--- src/rtl/pipe_ctrl_if.sv ---
`default_nettype none
// ============================================================================
//  Module      : pipe_ctrl_if
//  Description : Bundle of pipeline-side hazard/memory status signals and the
//                stall/flush/status outputs of pipe_ctrl.
//                master : pipeline datapath (drives status, consumes controls)
//                slave  : pipe_ctrl (consumes status, drives controls)
//  Signals     : decode_i_rs1/rs2(+_ren), regE_i_rd, regE_i_mem_ren,
//                execute_i_redirect, ifetch_i_valid, dmem_i_req,
//                dmem_i_ready, regW_i_commit -> controller
//                ctrl_o_stallF/D/E/M, ctrl_o_flushD/E/W, ctrl_o_state,
//                ctrl_o_mem_err, ctrl_o_cycle_cnt/instret_cnt/stall_cnt
//                <- controller
//  Revision    : 1.0  initial release
// ============================================================================
interface pipe_ctrl_if;
    logic [4:0]  decode_i_rs1;
    logic [4:0]  decode_i_rs2;
    logic        decode_i_rs1_ren;
    logic        decode_i_rs2_ren;
    logic [4:0]  regE_i_rd;
    logic        regE_i_mem_ren;
    logic        execute_i_redirect;
    logic        ifetch_i_valid;
    logic        dmem_i_req;
    logic        dmem_i_ready;
    logic        regW_i_commit;

    logic        ctrl_o_stallF;
    logic        ctrl_o_stallD;
    logic        ctrl_o_stallE;
    logic        ctrl_o_stallM;
    logic        ctrl_o_flushD;
    logic        ctrl_o_flushE;
    logic        ctrl_o_flushW;
    logic [1:0]  ctrl_o_state;
    logic        ctrl_o_mem_err;
    logic [63:0] ctrl_o_cycle_cnt;
    logic [63:0] ctrl_o_instret_cnt;
    logic [63:0] ctrl_o_stall_cnt;

    modport master (
        output decode_i_rs1, decode_i_rs2, decode_i_rs1_ren, decode_i_rs2_ren,
               regE_i_rd, regE_i_mem_ren, execute_i_redirect, ifetch_i_valid,
               dmem_i_req, dmem_i_ready, regW_i_commit,
        input  ctrl_o_stallF, ctrl_o_stallD, ctrl_o_stallE, ctrl_o_stallM,
               ctrl_o_flushD, ctrl_o_flushE, ctrl_o_flushW, ctrl_o_state,
               ctrl_o_mem_err, ctrl_o_cycle_cnt, ctrl_o_instret_cnt,
               ctrl_o_stall_cnt
    );

    modport slave (
        input  decode_i_rs1, decode_i_rs2, decode_i_rs1_ren, decode_i_rs2_ren,
               regE_i_rd, regE_i_mem_ren, execute_i_redirect, ifetch_i_valid,
               dmem_i_req, dmem_i_ready, regW_i_commit,
        output ctrl_o_stallF, ctrl_o_stallD, ctrl_o_stallE, ctrl_o_stallM,
               ctrl_o_flushD, ctrl_o_flushE, ctrl_o_flushW, ctrl_o_state,
               ctrl_o_mem_err, ctrl_o_cycle_cnt, ctrl_o_instret_cnt,
               ctrl_o_stall_cnt
    );
endinterface
`default_nettype wire

--- src/rtl/pipe_ctrl.sv ---
`default_nettype none
// ============================================================================
//  Module      : pipe_ctrl
//  Description : Stall/flush sequencer for the five-stage pipeline.
//                Detects load-use hazards, squashes D/E on an execute
//                redirect, and freezes the pipeline (with bubbles into regW)
//                while a data-memory access is outstanding. A watchdog moves
//                the FSM to an absorbing ERR state if the access takes too
//                long.
//  Ports       : clk, rst (synchronous, active-high)
//                bus  : pipe_ctrl_if.slave (status in, stall/flush/status out)
//  Parameters  : MEM_TIMEOUT  max consecutive MEM_WAIT cycles (1..65535)
//  Options     : PIPE_CTRL_PERF_EN  builds cycle/instret/stall counters;
//                when undefined the counter ports read 0.
//  Revision    : 1.0  initial release
// ============================================================================
module pipe_ctrl #(
    parameter int unsigned MEM_TIMEOUT = 255
) (
    input  wire logic  clk,
    input  wire logic  rst,
    pipe_ctrl_if.slave bus
);

    typedef enum logic [1:0] {
        ST_RUN      = 2'd0,
        ST_MEM_WAIT = 2'd1,
        ST_ERR      = 2'd2
    } state_t;

    localparam logic [15:0] c_TIMEOUT = 16'(MEM_TIMEOUT);

    state_t      r_state;
    logic [15:0] r_wait_cnt;
    logic        r_mem_err;

    logic w_wait_now;
    logic w_memstall;
    logic w_lu;
    logic w_stallF, w_stallD, w_stallE, w_stallM;
    logic w_flushD, w_flushE, w_flushW;

    assign w_wait_now = bus.dmem_i_req & ~bus.dmem_i_ready;

    // ERR freezes everything; otherwise only a genuinely outstanding access
    // stalls, so a same-cycle ready never costs a cycle.
    assign w_memstall = (r_state == ST_ERR) |
                        (((r_state == ST_RUN) | (r_state == ST_MEM_WAIT)) & w_wait_now);

    assign w_lu = bus.regE_i_mem_ren && (bus.regE_i_rd != 5'd0) &&
                  ((bus.decode_i_rs1_ren && (bus.decode_i_rs1 == bus.regE_i_rd)) ||
                   (bus.decode_i_rs2_ren && (bus.decode_i_rs2 == bus.regE_i_rd)));

    // Mealy control: memory freeze dominates, then redirect, load-use, fetch.
    always_comb begin
        w_stallF = 1'b0;
        w_stallD = 1'b0;
        w_stallE = 1'b0;
        w_stallM = 1'b0;
        w_flushD = 1'b0;
        w_flushE = 1'b0;
        w_flushW = 1'b0;
        if (!rst) begin
            if (w_memstall) begin
                // A redirect sitting in regE is held along with the stage and
                // is acted on once the freeze releases.
                w_stallF = 1'b1;
                w_stallD = 1'b1;
                w_stallE = 1'b1;
                w_stallM = 1'b1;
                w_flushW = 1'b1;
            end else if (bus.execute_i_redirect) begin
                w_flushD = 1'b1;
                w_flushE = 1'b1;
            end else if (w_lu) begin
                w_stallF = 1'b1;
                w_stallD = 1'b1;
                w_flushE = 1'b1;
            end else if (!bus.ifetch_i_valid) begin
                w_stallF = 1'b1;
                w_flushD = 1'b1;
            end
        end
    end

    // Wait FSM with watchdog. The counter saturates into ERR before it could
    // ever wrap, since MEM_TIMEOUT fits in 16 bits.
    always_ff @(posedge clk) begin
        if (rst) begin
            r_state    <= ST_RUN;
            r_wait_cnt <= 16'd0;
            r_mem_err  <= 1'b0;
        end else begin
            case (r_state)
                ST_RUN: begin
                    if (w_wait_now) begin
                        r_state    <= ST_MEM_WAIT;
                        r_wait_cnt <= 16'd1;
                    end
                end
                ST_MEM_WAIT: begin
                    if (bus.dmem_i_ready) begin
                        r_state    <= ST_RUN;
                        r_wait_cnt <= 16'd0;
                    end else if (!bus.dmem_i_req) begin
                        // Request dropped without completion: abandon the wait.
                        r_state    <= ST_RUN;
                        r_wait_cnt <= 16'd0;
                    end else if (r_wait_cnt == c_TIMEOUT) begin
                        r_state   <= ST_ERR;
                        r_mem_err <= 1'b1;
                    end else begin
                        r_wait_cnt <= r_wait_cnt + 16'd1;
                    end
                end
                ST_ERR: begin
                    r_mem_err <= 1'b1;
                end
                default: begin
                    r_state    <= ST_RUN;
                    r_wait_cnt <= 16'd0;
                end
            endcase
        end
    end

    assign bus.ctrl_o_stallF  = w_stallF;
    assign bus.ctrl_o_stallD  = w_stallD;
    assign bus.ctrl_o_stallE  = w_stallE;
    assign bus.ctrl_o_stallM  = w_stallM;
    assign bus.ctrl_o_flushD  = w_flushD;
    assign bus.ctrl_o_flushE  = w_flushE;
    assign bus.ctrl_o_flushW  = w_flushW;
    assign bus.ctrl_o_state   = r_state;
    assign bus.ctrl_o_mem_err = r_mem_err;

`ifdef PIPE_CTRL_PERF_EN
    logic [63:0] r_cycle_cnt;
    logic [63:0] r_instret_cnt;
    logic [63:0] r_stall_cnt;

    // Free-running 64-bit counters; natural wrap at 2^64.
    always_ff @(posedge clk) begin
        if (rst) begin
            r_cycle_cnt   <= 64'd0;
            r_instret_cnt <= 64'd0;
            r_stall_cnt   <= 64'd0;
        end else begin
            r_cycle_cnt <= r_cycle_cnt + 64'd1;
            if (bus.regW_i_commit) begin
                r_instret_cnt <= r_instret_cnt + 64'd1;
            end
            if (w_stallF) begin
                r_stall_cnt <= r_stall_cnt + 64'd1;
            end
        end
    end

    assign bus.ctrl_o_cycle_cnt   = r_cycle_cnt;
    assign bus.ctrl_o_instret_cnt = r_instret_cnt;
    assign bus.ctrl_o_stall_cnt   = r_stall_cnt;
`else
    assign bus.ctrl_o_cycle_cnt   = 64'd0;
    assign bus.ctrl_o_instret_cnt = 64'd0;
    assign bus.ctrl_o_stall_cnt   = 64'd0;
`endif

endmodule
`default_nettype wire

--- src/flat_wrapper.sv ---
// flat-port wrapper written by rule: the top's interface ports become plain ports
module pipe_ctrl_flat 
#(
    parameter int unsigned MEM_TIMEOUT = 255
)
  (clk, rst, bus_decode_i_rs1, bus_decode_i_rs2, bus_decode_i_rs1_ren, bus_decode_i_rs2_ren, bus_regE_i_rd, bus_regE_i_mem_ren, bus_execute_i_redirect, bus_ifetch_i_valid, bus_dmem_i_req, bus_dmem_i_ready, bus_regW_i_commit, bus_ctrl_o_stallF, bus_ctrl_o_stallD, bus_ctrl_o_stallE, bus_ctrl_o_stallM, bus_ctrl_o_flushD, bus_ctrl_o_flushE, bus_ctrl_o_flushW, bus_ctrl_o_state, bus_ctrl_o_mem_err, bus_ctrl_o_cycle_cnt, bus_ctrl_o_instret_cnt, bus_ctrl_o_stall_cnt);
  pipe_ctrl_if bus_i ();
  input  wire logic clk;
  input  wire logic rst;
  input wire logic [$bits(bus_i.decode_i_rs1)-1:0] bus_decode_i_rs1;
  input wire logic [$bits(bus_i.decode_i_rs2)-1:0] bus_decode_i_rs2;
  input wire logic [$bits(bus_i.decode_i_rs1_ren)-1:0] bus_decode_i_rs1_ren;
  input wire logic [$bits(bus_i.decode_i_rs2_ren)-1:0] bus_decode_i_rs2_ren;
  input wire logic [$bits(bus_i.regE_i_rd)-1:0] bus_regE_i_rd;
  input wire logic [$bits(bus_i.regE_i_mem_ren)-1:0] bus_regE_i_mem_ren;
  input wire logic [$bits(bus_i.execute_i_redirect)-1:0] bus_execute_i_redirect;
  input wire logic [$bits(bus_i.ifetch_i_valid)-1:0] bus_ifetch_i_valid;
  input wire logic [$bits(bus_i.dmem_i_req)-1:0] bus_dmem_i_req;
  input wire logic [$bits(bus_i.dmem_i_ready)-1:0] bus_dmem_i_ready;
  input wire logic [$bits(bus_i.regW_i_commit)-1:0] bus_regW_i_commit;
  output wire logic [$bits(bus_i.ctrl_o_stallF)-1:0] bus_ctrl_o_stallF;
  output wire logic [$bits(bus_i.ctrl_o_stallD)-1:0] bus_ctrl_o_stallD;
  output wire logic [$bits(bus_i.ctrl_o_stallE)-1:0] bus_ctrl_o_stallE;
  output wire logic [$bits(bus_i.ctrl_o_stallM)-1:0] bus_ctrl_o_stallM;
  output wire logic [$bits(bus_i.ctrl_o_flushD)-1:0] bus_ctrl_o_flushD;
  output wire logic [$bits(bus_i.ctrl_o_flushE)-1:0] bus_ctrl_o_flushE;
  output wire logic [$bits(bus_i.ctrl_o_flushW)-1:0] bus_ctrl_o_flushW;
  output wire logic [$bits(bus_i.ctrl_o_state)-1:0] bus_ctrl_o_state;
  output wire logic [$bits(bus_i.ctrl_o_mem_err)-1:0] bus_ctrl_o_mem_err;
  output wire logic [$bits(bus_i.ctrl_o_cycle_cnt)-1:0] bus_ctrl_o_cycle_cnt;
  output wire logic [$bits(bus_i.ctrl_o_instret_cnt)-1:0] bus_ctrl_o_instret_cnt;
  output wire logic [$bits(bus_i.ctrl_o_stall_cnt)-1:0] bus_ctrl_o_stall_cnt;
  assign bus_i.decode_i_rs1 = bus_decode_i_rs1;
  assign bus_i.decode_i_rs2 = bus_decode_i_rs2;
  assign bus_i.decode_i_rs1_ren = bus_decode_i_rs1_ren;
  assign bus_i.decode_i_rs2_ren = bus_decode_i_rs2_ren;
  assign bus_i.regE_i_rd = bus_regE_i_rd;
  assign bus_i.regE_i_mem_ren = bus_regE_i_mem_ren;
  assign bus_i.execute_i_redirect = bus_execute_i_redirect;
  assign bus_i.ifetch_i_valid = bus_ifetch_i_valid;
  assign bus_i.dmem_i_req = bus_dmem_i_req;
  assign bus_i.dmem_i_ready = bus_dmem_i_ready;
  assign bus_i.regW_i_commit = bus_regW_i_commit;
  assign bus_ctrl_o_stallF = bus_i.ctrl_o_stallF;
  assign bus_ctrl_o_stallD = bus_i.ctrl_o_stallD;
  assign bus_ctrl_o_stallE = bus_i.ctrl_o_stallE;
  assign bus_ctrl_o_stallM = bus_i.ctrl_o_stallM;
  assign bus_ctrl_o_flushD = bus_i.ctrl_o_flushD;
  assign bus_ctrl_o_flushE = bus_i.ctrl_o_flushE;
  assign bus_ctrl_o_flushW = bus_i.ctrl_o_flushW;
  assign bus_ctrl_o_state = bus_i.ctrl_o_state;
  assign bus_ctrl_o_mem_err = bus_i.ctrl_o_mem_err;
  assign bus_ctrl_o_cycle_cnt = bus_i.ctrl_o_cycle_cnt;
  assign bus_ctrl_o_instret_cnt = bus_i.ctrl_o_instret_cnt;
  assign bus_ctrl_o_stall_cnt = bus_i.ctrl_o_stall_cnt;
  pipe_ctrl #(.MEM_TIMEOUT(MEM_TIMEOUT)) u_core (.clk(clk), .rst(rst), .bus(bus_i));
endmodule
--- config.mk ---
export PLATFORM = sky130hd
export DESIGN_NAME = pipe_ctrl_flat
export DESIGN_NICKNAME = d
export VERILOG_FILES = /design/src/rtl/pipe_ctrl_if.sv /design/src/rtl/pipe_ctrl.sv /design/src/flat_wrapper.sv
export SDC_FILE = /design/constraint.sdc
export NUM_CORES = 1
export LEC_CHECK = 0
export CAP_MARGIN = 20
export CORE_MARGIN = 10
export CORE_UTILIZATION = 36
export CTS_BUF_LIST = sky130_fd_sc_hd__clkbuf_16
export CTS_CLUSTER_SIZE = 24
export DETAILED_ROUTE_END_ITERATION = 7
export GPL_TIMING_DRIVEN = 0
export HOLD_SLACK_MARGIN = 0.1
export MAX_ROUTING_LAYER = met4
export PLACE_DENSITY = 0.88
export SYNTH_ARGS = -nofsm -noshare
export SYNTH_HDL_FRONTEND = slang
export SYNTH_SLANG_ARGS = --single-unit
--- constraint.sdc ---
create_clock -name clk -period 3.5 [get_ports clk]
set_input_delay 0.7 -clock clk [delete_from_list [all_inputs] [get_ports clk]]
set_output_delay 0.7 -clock clk [all_outputs]
set_load 0.02 [all_outputs]
==> results.yml <==
hold_path:
  hold_start: "u_core.bus.ctrl_o_mem_err"
  hold_class: "flop to flop"
synth:
  async_reset_ff_frac: 0
  synth.top_cells.by_count: "buf_4, dfxtp_1, nor2_1"
  synth-edff-count: 0
  yosysMostFrequentCell: "buf_4"
  ys_seq_area_frac: 0.140
  synth_area_leaders: "buf_4, dfxtp_1, xnor2_1, nor2_1, xor2_1"
  synth.cell_area_mm2: 0.00271
  synth_cell_types: 47
  ys_seq_elements: 19
  synth-main-ff-cell: "dfxtp_1"
  avgSynthCellArea_um2: 7.97
  yosys.area.top_type: "buf_4"
  yosysTopAreaCellShare: 0.537
  synthCells: 340
  yosys_warnings: 0
worst_setup_path:
  setup.worst_path.end: "bus_ctrl_o_stallM"
  critical_path_required_ns: 2.80
  worstRegToRegCells: 6
  cpMostUsedCell: "clkdlybuf4s50_1"
  r2r_start: "u_core.r_wait_cnt[0]"
  timing.rr.end: "u_core.r_wait_cnt[12]"
  r2r_slack_ns: 1.71
  critPathTopFamily: "buffers and inverters"
  start_kind: "input pin"
  crit_chain: "clkdlybuf4s50_1, or3b_4, a21oi_2, buf_4, clkdlybuf4s50_1"
  worst-path-max-fanout: 5
  cp.depth: 5
  critPathSlowestCell: "clkdlybuf4s50_1"
  crit_buf_inv: 3
  cp-end-kind: "primary output"
  arrival_ns: 2.67
  crit_start: "bus_dmem_i_req"
  path_class: "input pin to primary output"
  worst_path_largest_cell_delay_ns: 0.62
detailed_routing:
  route.vias.total: 2329
  post_drt_wl_per_cell_um: 11.5
  wl_um: 7670
  firstDrtPassIters: 6
  viasPerCell: 3.49
  drc_errors: 0
  antenna_left: 0
  drt_first_iter_violations: 81
clock_tree:
  numCtsBuffers: 3
  clock_sinks: 19
  clk_path_buf_depth: 2
  cts.clk_slew.worst_paths_ns: 0.05
  cts_setup_buffers: 0
  clock_latency_ns: 0.25
  cts_root_buf: "clkbuf_16"
  cts_tree: "yes"
  htree_levels: 1
place:
  place_congestion: 0.879
  placedCellCount: 663
  dp_slack_ns: -0.104
  dp_hpwl_um: 7010
  port-buffer-count: 33
cells_and_area:
  num_antenna_cells: 0
  area.growth.synth_to_final_pct: 46.5
  fin_nets: 595
  drive_above_1_share: 0.380
  stdcell_count: 667
  fillers: 669
timing:
  rsz0062_at_grt: "no"
  final_max_slew_viol_count: 0
  period_minus_slack_ns: 3.37
  final-hold-violation-count: 0
  setup_viol: 0
  timing.setup.tns_ns: 0
  fin_crit_sh: 0.964
  fmax_mhz: 297
  setup_slack_ns: 0.128
  clock_skew_ns: 0.00138
power_and_ir_drop:
  p_int_w: 0.000566
  netSwitchingFraction: 0.382
  power.net_switching_w: 0.000350
  leakage_nw: 2.32
  ir_drop_v: 0.000132
  seq_power_share: 0.243
  powerDensity_mw_per_mm2: 231
  power.share.clock: 0.258
  pwr-share-comb: 0.500
floorplan:
  core_mm2: 0.00729
  die_y_um: 107
  design.die.area_mm2: 0.0114
  start_util: 0.372
  row_count: 31
  die_w_um: 107
  io_pins: 227
global_route:
  grtUsageTotal: 0.125
  grt_pass1_wl_um: 11200
  grt_pass1_vias: 2286
  grt_overflow_total: 0
  grt_max_degree: 12
  antenna_found_initial: 0
run:
  drv_cap: 0
outcome:
  run_status: "complete, no violations"
## worst reg2reg max path: stages, from the launching register on
cell and delay [ns]:
dfxtp_1 0.36, ha_1 0.22, nand3_1 0.16, nor2_1 0.32
nand3_2 0.17, or3_1 0.33, a21oi_1 0.15
## layout by cell type (no fill, tap or decap), types with 3 or more instances in the layout
| master | n |
|---|---|
| a21oi_2 | 3 |
| buf_4 | 194 |
| o21ai_0 | 4 |
| dfxtp_1 | 19 |
| a21oi_1 | 9 |
| o21ai_1 | 3 |
| nand4_1 | 8 |
| o21a_1 | 3 |
| nand2_1 | 9 |
| a31oi_1 | 6 |
| conb_1 | 192 |
| xor2_1 | 6 |
| xnor2_1 | 10 |
| nor2_1 | 17 |
| or3_1 | 3 |
| and3_1 | 4 |
| nand3_1 | 5 |
| clkdlybuf4s50_1 | 29 |
| dlygate4sd2_1 | 3 |
| clkbuf_16 | 3 |
## repair_timing
| item | in CTS | in global routing |
|---|---|---|
| endpoints found under the setup margin | 4 | 1 |
| resized for setup | 4 | 2 |
| hold buffers | 0 | 0 |
| pin swaps | 0 | 0 |
## how the worst min path moves through the flow
stage                           endpoint  depth (start not counted)
6_report       u_core.bus.ctrl_o_mem_err                          2
3_3_place_gp   u_core.bus.ctrl_o_mem_err                          2
2_1_floorplan       u_core.r_wait_cnt[1]                          2
4_1_cts        u_core.bus.ctrl_o_mem_err                          2
3_5_place_dp   u_core.bus.ctrl_o_mem_err                          2
5_1_grt             u_core.r_wait_cnt[1]                          2
## routing by layer
layer | global-route usage | part of all wire | up-vias
li1 | - | - | 1191
met1 | 0.100 | 0.31 | 985
met2 | 0.244 | 0.56 | 140
met3 | 0.0545 | 0.10 | 13
met4 | 0.0426 | 0.018 | 0
met5 | - | 0 | -
## through the flow
step	hold slack [ns]	total power, W	area (µm²)	utilization
4_1_cts	0.480	0.000899	3960	0.543
5_1_grt	0.513	0.000961	3970	0.545
2_1_floorplan	0.449	0.000612	3430	-
6_report	0.486	0.000916	3970	0.545
3_5_place_dp	0.469	0.000663	3880	0.532
3_3_place_gp	0.459	0.000661	3880	0.532
## flip-flops by register name (all words and copies together), names as in the netlist
register                   cells
u_core.bus.ctrl_o_mem_err      1
u_core.bus.ctrl_o_state        2
u_core.r_wait_cnt             16
## final cells by class
type / instances / area, µm² / area share
tap: 99 / 124 / 0.0312
clock buffer: 3 / 75.1 / 0.0189
timing repair buffer: 33 / 329 / 0.0829
clock inverter: 1 / 5.00 / 0.00126
multi-input combinational: 312 / 1560 / 0.394
inverter: 2 / 7.51 / 0.00189
sequential: 19 / 380 / 0.0958
buffer: 198 / 1490 / 0.374
## power groups by stage
stage / logic [W] / registers (W) / clock network (W)
2_1_floorplan: 0.000386 / 0.000226 / 0
3_3_place_gp: 0.000434 / 0.000226 / 0
3_5_place_dp: 0.000436 / 0.000227 / 0
4_1_cts: 0.000435 / 0.000222 / 0.000241
5_1_grt: 0.000489 / 0.000223 / 0.000248
6_report: 0.000458 / 0.000222 / 0.000236
## logic make-up (layout without fill, tap and decap cells)
| family | after synthesis | after routing | synth area share |
|---|---|---|---|
| adders and majority gates | 1 | 1 | 0.00461 |
| and+or+nand+nor | 62 | 62 | 0.150 |
| buffers and inverters | 200 | 237 | 0.551 |
| other | 1 | 192 | 0.00138 |
| AOI/OAI and AO/OA | 41 | 41 | 0.101 |
| xor gates and xnor gates | 16 | 16 | 0.0517 |
| DFF | 19 | 19 | 0.140 |
No activity file was read; power rests on OpenSTA's default activity.
